==> src/rtl/execute_sys_reg_commit_pkg.sv <==
`default_nettype none
// ============================================================================
// Module  : execute_sys_reg_commit_pkg
// Purpose : Shared types and field indices for the system-register commit
//           stage: the commit FSM state encoding and PSR field positions.
// Rev     : 1.0  initial release
// ============================================================================
package execute_sys_reg_commit_pkg;

   // Commit FSM states.
   typedef enum logic [1:0] {
      ST_IDLE     = 2'd0,
      ST_IDT_WAIT = 2'd1,
      ST_BRANCH   = 2'd2
   } state_e;

   // PSR field positions.
   localparam int PSR_IM_BIT = 2;

endpackage
`default_nettype wire

==> src/rtl/execute_sys_reg_commit.sv <==
`default_nettype none
// ============================================================================
// Module  : execute_sys_reg_commit
// Purpose : Commits results of the execute-stage system-register unit.
//           Holds the architectural PSR and IDTR and forwards ordinary
//           results to writeback with one cycle of latency. A PSR or IDTR
//           write stalls upstream, optionally hands the new IDTR to the
//           interrupt controller, then redirects fetch to the reload address.
// Ports   : iCLOCK/iRESET          clock, async active-high reset
//           iEXCEPTION_FLUSH       pipeline flush
//           iPREV_* / oPREV_BUSY   upstream result handshake
//           iDATA..iRELOAD_ADDR    result payload and control-write flags
//           iNEXT_BUSY / oNEXT_*   writeback handshake
//           oPSR/oIRQ_MASK/oIDTR   architectural state
//           oIDT_REQ / iIDT_ACK    IDTR update handshake to interrupt ctrl
//           oBRANCH_* / iBRANCH_ACK fetch-redirect handshake
// Rev     : 1.0  initial release
// ============================================================================
module execute_sys_reg_commit
   import execute_sys_reg_commit_pkg::*;
#(
   parameter logic [31:0] P_PSR_RESET  = 32'h0000_0000,
   parameter logic [31:0] P_IDTR_RESET = 32'h0000_0000,
   parameter int          P_IM_BIT     = PSR_IM_BIT
) (
   input  logic        iCLOCK,
   input  logic        iRESET,
   input  logic        iEXCEPTION_FLUSH,
   input  logic        iPREV_VALID,
   output logic        oPREV_BUSY,
   input  logic [31:0] iDATA,
   input  logic [4:0]  iDESTINATION,
   input  logic        iWB_EN,
   input  logic        iCTRL_PSR_VALID,
   input  logic        iCTRL_IDT_VALID,
   input  logic [31:0] iRELOAD_ADDR,
   input  logic        iNEXT_BUSY,
   output logic        oNEXT_VALID,
   output logic [31:0] oNEXT_DATA,
   output logic [4:0]  oNEXT_DESTINATION,
   output logic [31:0] oPSR,
   output logic        oIRQ_MASK,
   output logic [31:0] oIDTR,
   output logic        oIDT_REQ,
   input  logic        iIDT_ACK,
   output logic        oBRANCH_VALID,
   output logic [31:0] oBRANCH_ADDR,
   input  logic        iBRANCH_ACK
);

   state_e      r_state;
   state_e      w_state_next;
   logic        r_flush_pend;
   logic        w_busy;
   logic        w_accept;
   logic        w_is_idt;
   logic        w_is_psr;
   logic        w_is_ord;
   logic        r_next_valid;
   logic [31:0] r_next_data;
   logic [4:0]  r_next_dest;
   logic [31:0] r_psr;
   logic [31:0] r_idtr;
   logic [31:0] r_branch_addr;

   assign w_busy   = (r_state != ST_IDLE) | iNEXT_BUSY;
   assign w_accept = iPREV_VALID & ~w_busy & ~iEXCEPTION_FLUSH;

   // Accept is only possible in IDLE, so these decodes imply IDLE.
   // IDT wins if decode ever sets both flags.
   assign w_is_idt = w_accept & iCTRL_IDT_VALID;
   assign w_is_psr = w_accept & iCTRL_PSR_VALID & ~iCTRL_IDT_VALID;
   assign w_is_ord = w_accept & ~iCTRL_PSR_VALID & ~iCTRL_IDT_VALID;

   // ------------------------------------------------------------------
   // FSM state register
   // ------------------------------------------------------------------
   always_ff @(posedge iCLOCK or posedge iRESET) begin
      if (iRESET) begin
         r_state <= ST_IDLE;
      end else begin
         r_state <= w_state_next;
      end
   end

   // ------------------------------------------------------------------
   // FSM next-state
   // ------------------------------------------------------------------
   always_comb begin
      w_state_next = r_state;
      case (r_state)
         ST_IDLE: begin
            if (w_is_idt) begin
               w_state_next = ST_IDT_WAIT;
            end else if (w_is_psr) begin
               w_state_next = ST_BRANCH;
            end
         end
         ST_IDT_WAIT: begin
            // A flush seen at any point during the wait cancels the
            // redirect, but the IDTR handshake still has to finish.
            if (iIDT_ACK) begin
               if (iEXCEPTION_FLUSH | r_flush_pend) begin
                  w_state_next = ST_IDLE;
               end else begin
                  w_state_next = ST_BRANCH;
               end
            end
         end
         ST_BRANCH: begin
            if (iEXCEPTION_FLUSH | iBRANCH_ACK) begin
               w_state_next = ST_IDLE;
            end
         end
         default: begin
            w_state_next = ST_IDLE;
         end
      endcase
   end

   // Remembers a flush that arrived while waiting for the IDTR ack.
   always_ff @(posedge iCLOCK or posedge iRESET) begin
      if (iRESET) begin
         r_flush_pend <= 1'b0;
      end else begin
         r_flush_pend <= (r_state == ST_IDT_WAIT) & ~iIDT_ACK
                         & (r_flush_pend | iEXCEPTION_FLUSH);
      end
   end

   // ------------------------------------------------------------------
   // Architectural registers and redirect address
   // ------------------------------------------------------------------
   always_ff @(posedge iCLOCK or posedge iRESET) begin
      if (iRESET) begin
         r_psr         <= P_PSR_RESET;
         r_idtr        <= P_IDTR_RESET;
         r_branch_addr <= 32'h0000_0000;
      end else begin
         if (w_is_psr) begin
            r_psr <= iDATA;
         end
         if (w_is_idt) begin
            r_idtr <= iDATA;
         end
         if (w_is_psr | w_is_idt) begin
            r_branch_addr <= iRELOAD_ADDR;
         end
      end
   end

   // ------------------------------------------------------------------
   // Writeback output register
   // ------------------------------------------------------------------
   always_ff @(posedge iCLOCK or posedge iRESET) begin
      if (iRESET) begin
         r_next_valid <= 1'b0;
         r_next_data  <= 32'h0000_0000;
         r_next_dest  <= 5'd0;
      end else begin
         if (iEXCEPTION_FLUSH) begin
            r_next_valid <= 1'b0;
         end else if (w_is_ord) begin
            r_next_valid <= iWB_EN;
            r_next_data  <= iDATA;
            r_next_dest  <= iDESTINATION;
         end else if (!iNEXT_BUSY) begin
            // Result was consumed and nothing new arrived.
            r_next_valid <= 1'b0;
         end
      end
   end

`ifndef SYNTHESIS
   always @(posedge iCLOCK) begin
      if (!iRESET) begin
         assert (!(w_accept & iCTRL_PSR_VALID & iCTRL_IDT_VALID))
            else $error("execute_sys_reg_commit: PSR and IDTR write flags both set");
      end
   end
`endif

   assign oPREV_BUSY        = w_busy;
   assign oNEXT_VALID       = r_next_valid;
   assign oNEXT_DATA        = r_next_data;
   assign oNEXT_DESTINATION = r_next_dest;
   assign oPSR              = r_psr;
   assign oIRQ_MASK         = r_psr[P_IM_BIT];
   assign oIDTR             = r_idtr;
   assign oIDT_REQ          = (r_state == ST_IDT_WAIT);
   // Flush kills the redirect in the same cycle it is asserted.
   assign oBRANCH_VALID     = (r_state == ST_BRANCH) & ~iEXCEPTION_FLUSH;
   assign oBRANCH_ADDR      = r_branch_addr;

endmodule
`default_nettype wire

==> config.mk <==
export PLATFORM = sky130hd
export DESIGN_NAME = execute_sys_reg_commit
export DESIGN_NICKNAME = d
export VERILOG_FILES = /design/src/rtl/execute_sys_reg_commit_pkg.sv /design/src/rtl/execute_sys_reg_commit.sv
export SDC_FILE = /design/constraint.sdc
export NUM_CORES = 1
export LEC_CHECK = 0
export ABC_AREA = 0
export CAP_MARGIN = 20
export CORE_ASPECT_RATIO = 0.8
export CORE_MARGIN = 3
export CORE_UTILIZATION = 35
export DETAILED_ROUTE_END_ITERATION = 10
export DONT_BUFFER_PORTS = 1
export GPL_TIMING_DRIVEN = 0
export PLACE_DENSITY_LB_ADDON = 0.25
export SYNTH_ARGS = -nofsm -noshare
export SYNTH_HDL_FRONTEND = slang
export SYNTH_SLANG_ARGS = --single-unit
==> constraint.sdc <==
create_clock -name iCLOCK -period 6.7 [get_ports iCLOCK]
set_clock_uncertainty 0.1 [all_clocks]
set_input_delay 1.005 -clock iCLOCK [delete_from_list [all_inputs] [get_ports iCLOCK]]
set_output_delay 1.005 -clock iCLOCK [all_outputs]
set_load 0.02 [all_outputs]
== After elaboration in Yosys (flattened, before gate mapping) ==
Cells that the tools add are included.
Storage, ports and cells
  bits in writable memories: 0
  input port bits: 79
  bits in registers: 137
  output and inout port bits: 138
  memories: 0
  logic and storage cells: 46
  bits in latches: 0
  memory bits (read-only): 0
Operators by class
  equality and inequality tests: 6
  $mul: 0
  shift operators: 0
  multiplexer cells: 9
  magnitude comparators: 0
  div/mod/pow operators: 0
  bitwise operators: 19
  add/sub/neg operators: 0
  reductions and logical operators: 4
Operators with widths (number)
  $and A1 B1 Y1: 10
  $mux W2: 5
  $pmux W2 S3: 1
  $not A1 Y1: 5
  $or A1 B1 Y1: 4
  $mux W1: 3
  $ne A3 B2 Y1 const B: 1
  $ne A3 B3 Y1 const B: 1
  $reduce_and A3 Y1: 1
  $eq A2 B1 Y1 const B: 1
  $eq A2 B2 Y1 const B: 1
  $logic_not A2 Y1: 1
  $ne A2 B1 Y1 const B: 1
  $ne A2 B2 Y1 const B: 1
  $reduce_and A2 Y1: 1
  $reduce_bool A2 Y1: 1

== Logic depth before layout (Yosys ltp) ==
  depth in word-level cells: 10
  depth in mapped cells: 4
  gate-level depth less buffers: 4

== Worst setup path before layout ==
No wires, ideal clock.
  path kind: input port to output port
  from: input port iEXCEPTION_FLUSH
  to: output port oBRANCH_VALID
  data arrival time: 1.549 ns
  slack: 4.046 ns
  buffers on the path: 0
  cell stages on the path: 2
  required time: 5.595 ns
  cells stage by stage: nor2_1 and2_1
Between the ends
  cells in the longest elaborated chain, start to end: 2
Ends and longest elaborated chain
  start, declared: line execute_sys_reg_commit.sv:28  | input logic iEXCEPTION_FLUSH,
  $not A1 Y1 (no source line)
  $and A1 B1 Y1: line execute_sys_reg_commit.sv:192  | assign oBRANCH_VALID = (r_state == ST_BRANCH) & ~iEXCEPTION_FLUSH;
  end, declared: line execute_sys_reg_commit.sv:46  | output logic oBRANCH_VALID,
No other way between the ends.

== Worst setup path in the final report ==
Same ends and word-level chain as after synthesis.

==> metrics <==
outcome=finished clean; WHS=0.391 ns; final setup margin=3.98 ns; DR WL/cell=21.4 um; CP max FO=5; Die Ht=116 um; worst vdd ir=0.000198 V; drt total wl=11.1 mm; sw power=862 uW; worst slew pin tran=0.508 ns; CTS Sinks=137; Die ar.=16500 um^2; Final Critical Period=2.72 ns; RSZ-0062 raised after global routing=false; Via Count=2689; drt first pass iters=3; clock buffer depth=2; kind of cell adding the most delay to the critical path=simple AND/OR/NAND/NOR gates; Buf/Inv on CP=0; slowest library cell on the worst path=and2_1; pin count of the biggest net entering global routing=84; initial antenna violation count=0; required time of the critical path=5.59 ns; Post-DP Area=5520 um^2; routability cong.=0.744; Core ar.=14500 um^2; share of power burned in registers=0.548; Post-Layout Inst Area=6140 um^2; Pins Over Slew Limit=0; max cap viols=0; Synth area leader=dfrtp_1; vias in the first global route=2885; Hold Fails Final Rpt=0; crit path cell chain=nor2_1, and2_1; Reg clk slew, reported paths=0.06 ns; FP Rows=39; Clock Power Share=0.360; Die Width=143 um; power share of the combinational group=0.093; Finished Layout Cells=521; FMAX=0.368 GHz; Sw Share=0.319; global route total overflow=0; post-CTS sizing=0; Mapped Area=5250 um^2; CTS Buf Count=17; fill cell total of the finished layout=1302; placed cell count=489; syn nets=383; GRT Util Overall=0.137; synth top area cells=dfrtp_1 65%, mux2_2 27%, buf_6 1.9%; setup TNS=0 ns; synthesis-to-layout area growth=16.8%; Slew headroom=0.661; via/cell ratio=5.16; nets=403; Reg area=3430 um^2; H-Tree Depth=4; Seq/Total Area, Yosys=0.653; drt drc=0; I/O pin total=217; layout cells sized above 1=0.543; WP data arrival=1.62 ns; area taken by multi-input logic gates=1660 um^2; Syn Inst Count=304; Place WS=3.97 ns; period utilisation layout=0.406; Setup-failing EPs final=0; 1st-iter DRT viols=77; Crit Path Class=in2out; Pleak=2.75 nW; CP Launch Type=primary input; Initial Util=0.363; cts hold-fix bufs=0; root buf cell=clkbuf_16; Worst path max stage delay=0.32 ns; Synth top area share=0.653; Final ANT Viol Nets=0; Setup Fix Bufs, Post-CTS=0; pwr dens=441 nW/um^2; worst skew pair latency=0.41 ns; synthesized area per cell=17.3 um^2; Post-DP HPWL=8.07 mm; first-pass GRT wire length=16.9 mm; Netlist cell types=23; TritonCTS clock tree=done; n_diodes=0; path category of the worst min-delay check=in2async; Crit. End Element=output port; Yosys Warn Count=0; internal power=1.84 mW; buffers added on ports=0; register bit count reported by yosys=137
==> per-layer routing <==
metal	wire [um]	share of wire	GRT usage
met5	0	0	0
met4	255	0.023	0.0741
met3	1180	0.11	0.0644
met2	5460	0.49	0.215
met1	4230	0.38	0.156
==> state kept, by name, summed over array words and instances, names as in the netlist <==
name / flops
oBRANCH_ADDR: 32
oIDTR: 32
oNEXT_DATA: 32
oPSR: 32
oNEXT_DESTINATION: 5
r_state: 2
oNEXT_VALID: 1
r_flush_pend: 1
==> cell usage in the layout (no fill, tap or decap), drive strengths merged <==
master	n
nor2	3
nand2	1
buf	11
bufinv	4
clkbuf	22
nor3	1
nand4b	1
nor4	1
o211a	1
or2b	1
or3	1
a32oi	1
a31oi	1
dfrtp	137
mux2	133
clkinv	6
o21ai	2
nor3b	2
inv	3
and2	1
nand3	1
clkinvlp	3
==> through the flow <==
step,util,total power [mW]
after floorplan,-,1.66
after global placement,0.378,1.74
after detailed placement,0.381,1.75
after CTS,0.423,2.74
after global routing,0.423,2.83
final,0.423,2.70
==> Yosys cell counts (all sizes together) <==
cell type	count
nand2	1
dfrtp	137
o211a	1
nand3	1
a31oi	1
buf	10
nor3	1
and2	1
or2b	1
nor4	1
nand4b	1
clkbuf	3
nor2	3
o21ai	2
or3	1
a32oi	1
nor3b	2
mux2	133
inv	3
==> cells by family (layout without fill, tap and decap cells) <==
logic type      count (synthesis)  count (layout)  share of synthesized area
compound gates                  5               5                    0.00667
buf+inv                        16              49                     0.0307
flops                         137             137                      0.653
mux                           133             133                      0.288
simple gates                   13              13                     0.0221
==> final cells by class <==
class                   instances  share of cell area
plain buffers                  13              0.0245
well taps                     184              0.0375
multi-input cells             151               0.271
repair buffers                  1             0.00449
clock inverters                13              0.0288
clock buffers                  19              0.0722
flip-flops and latches        137               0.559
inverters                       3             0.00265
==> final timing paths <==
| kind | slack (ns) | to | depth (start not counted) | startpoint |
|---|---|---|---|---|
| max | 3.98 | oBRANCH_VALID | 2 | iEXCEPTION_FLUSH |
| min | 0.39 | oNEXT_DATA[6] | 1 | iRESET |
| max reg2reg | 4.77 | oBRANCH_ADDR[5] | 4 | r_state[1] |
| min reg2reg | 0.45 | r_flush_pend | 2 | r_flush_pend |
| max in group asynchronous | 5.33 | oNEXT_DATA[30] | 2 | iRESET |
| min in group iCLOCK | 0.45 | r_flush_pend | 2 | r_flush_pend |
==> power by group through the flow <==
stage,registers (mW),logic (mW),clock network [mW]
5_1_grt,1.51,0.280,1.04
2_1_floorplan,1.43,0.225,0
3_3_place_gp,1.50,0.240,0
3_5_place_dp,1.50,0.257,0
4_1_cts,1.49,0.257,0.999
6_report,1.48,0.250,0.973
(Power assumes the default switching activity.)
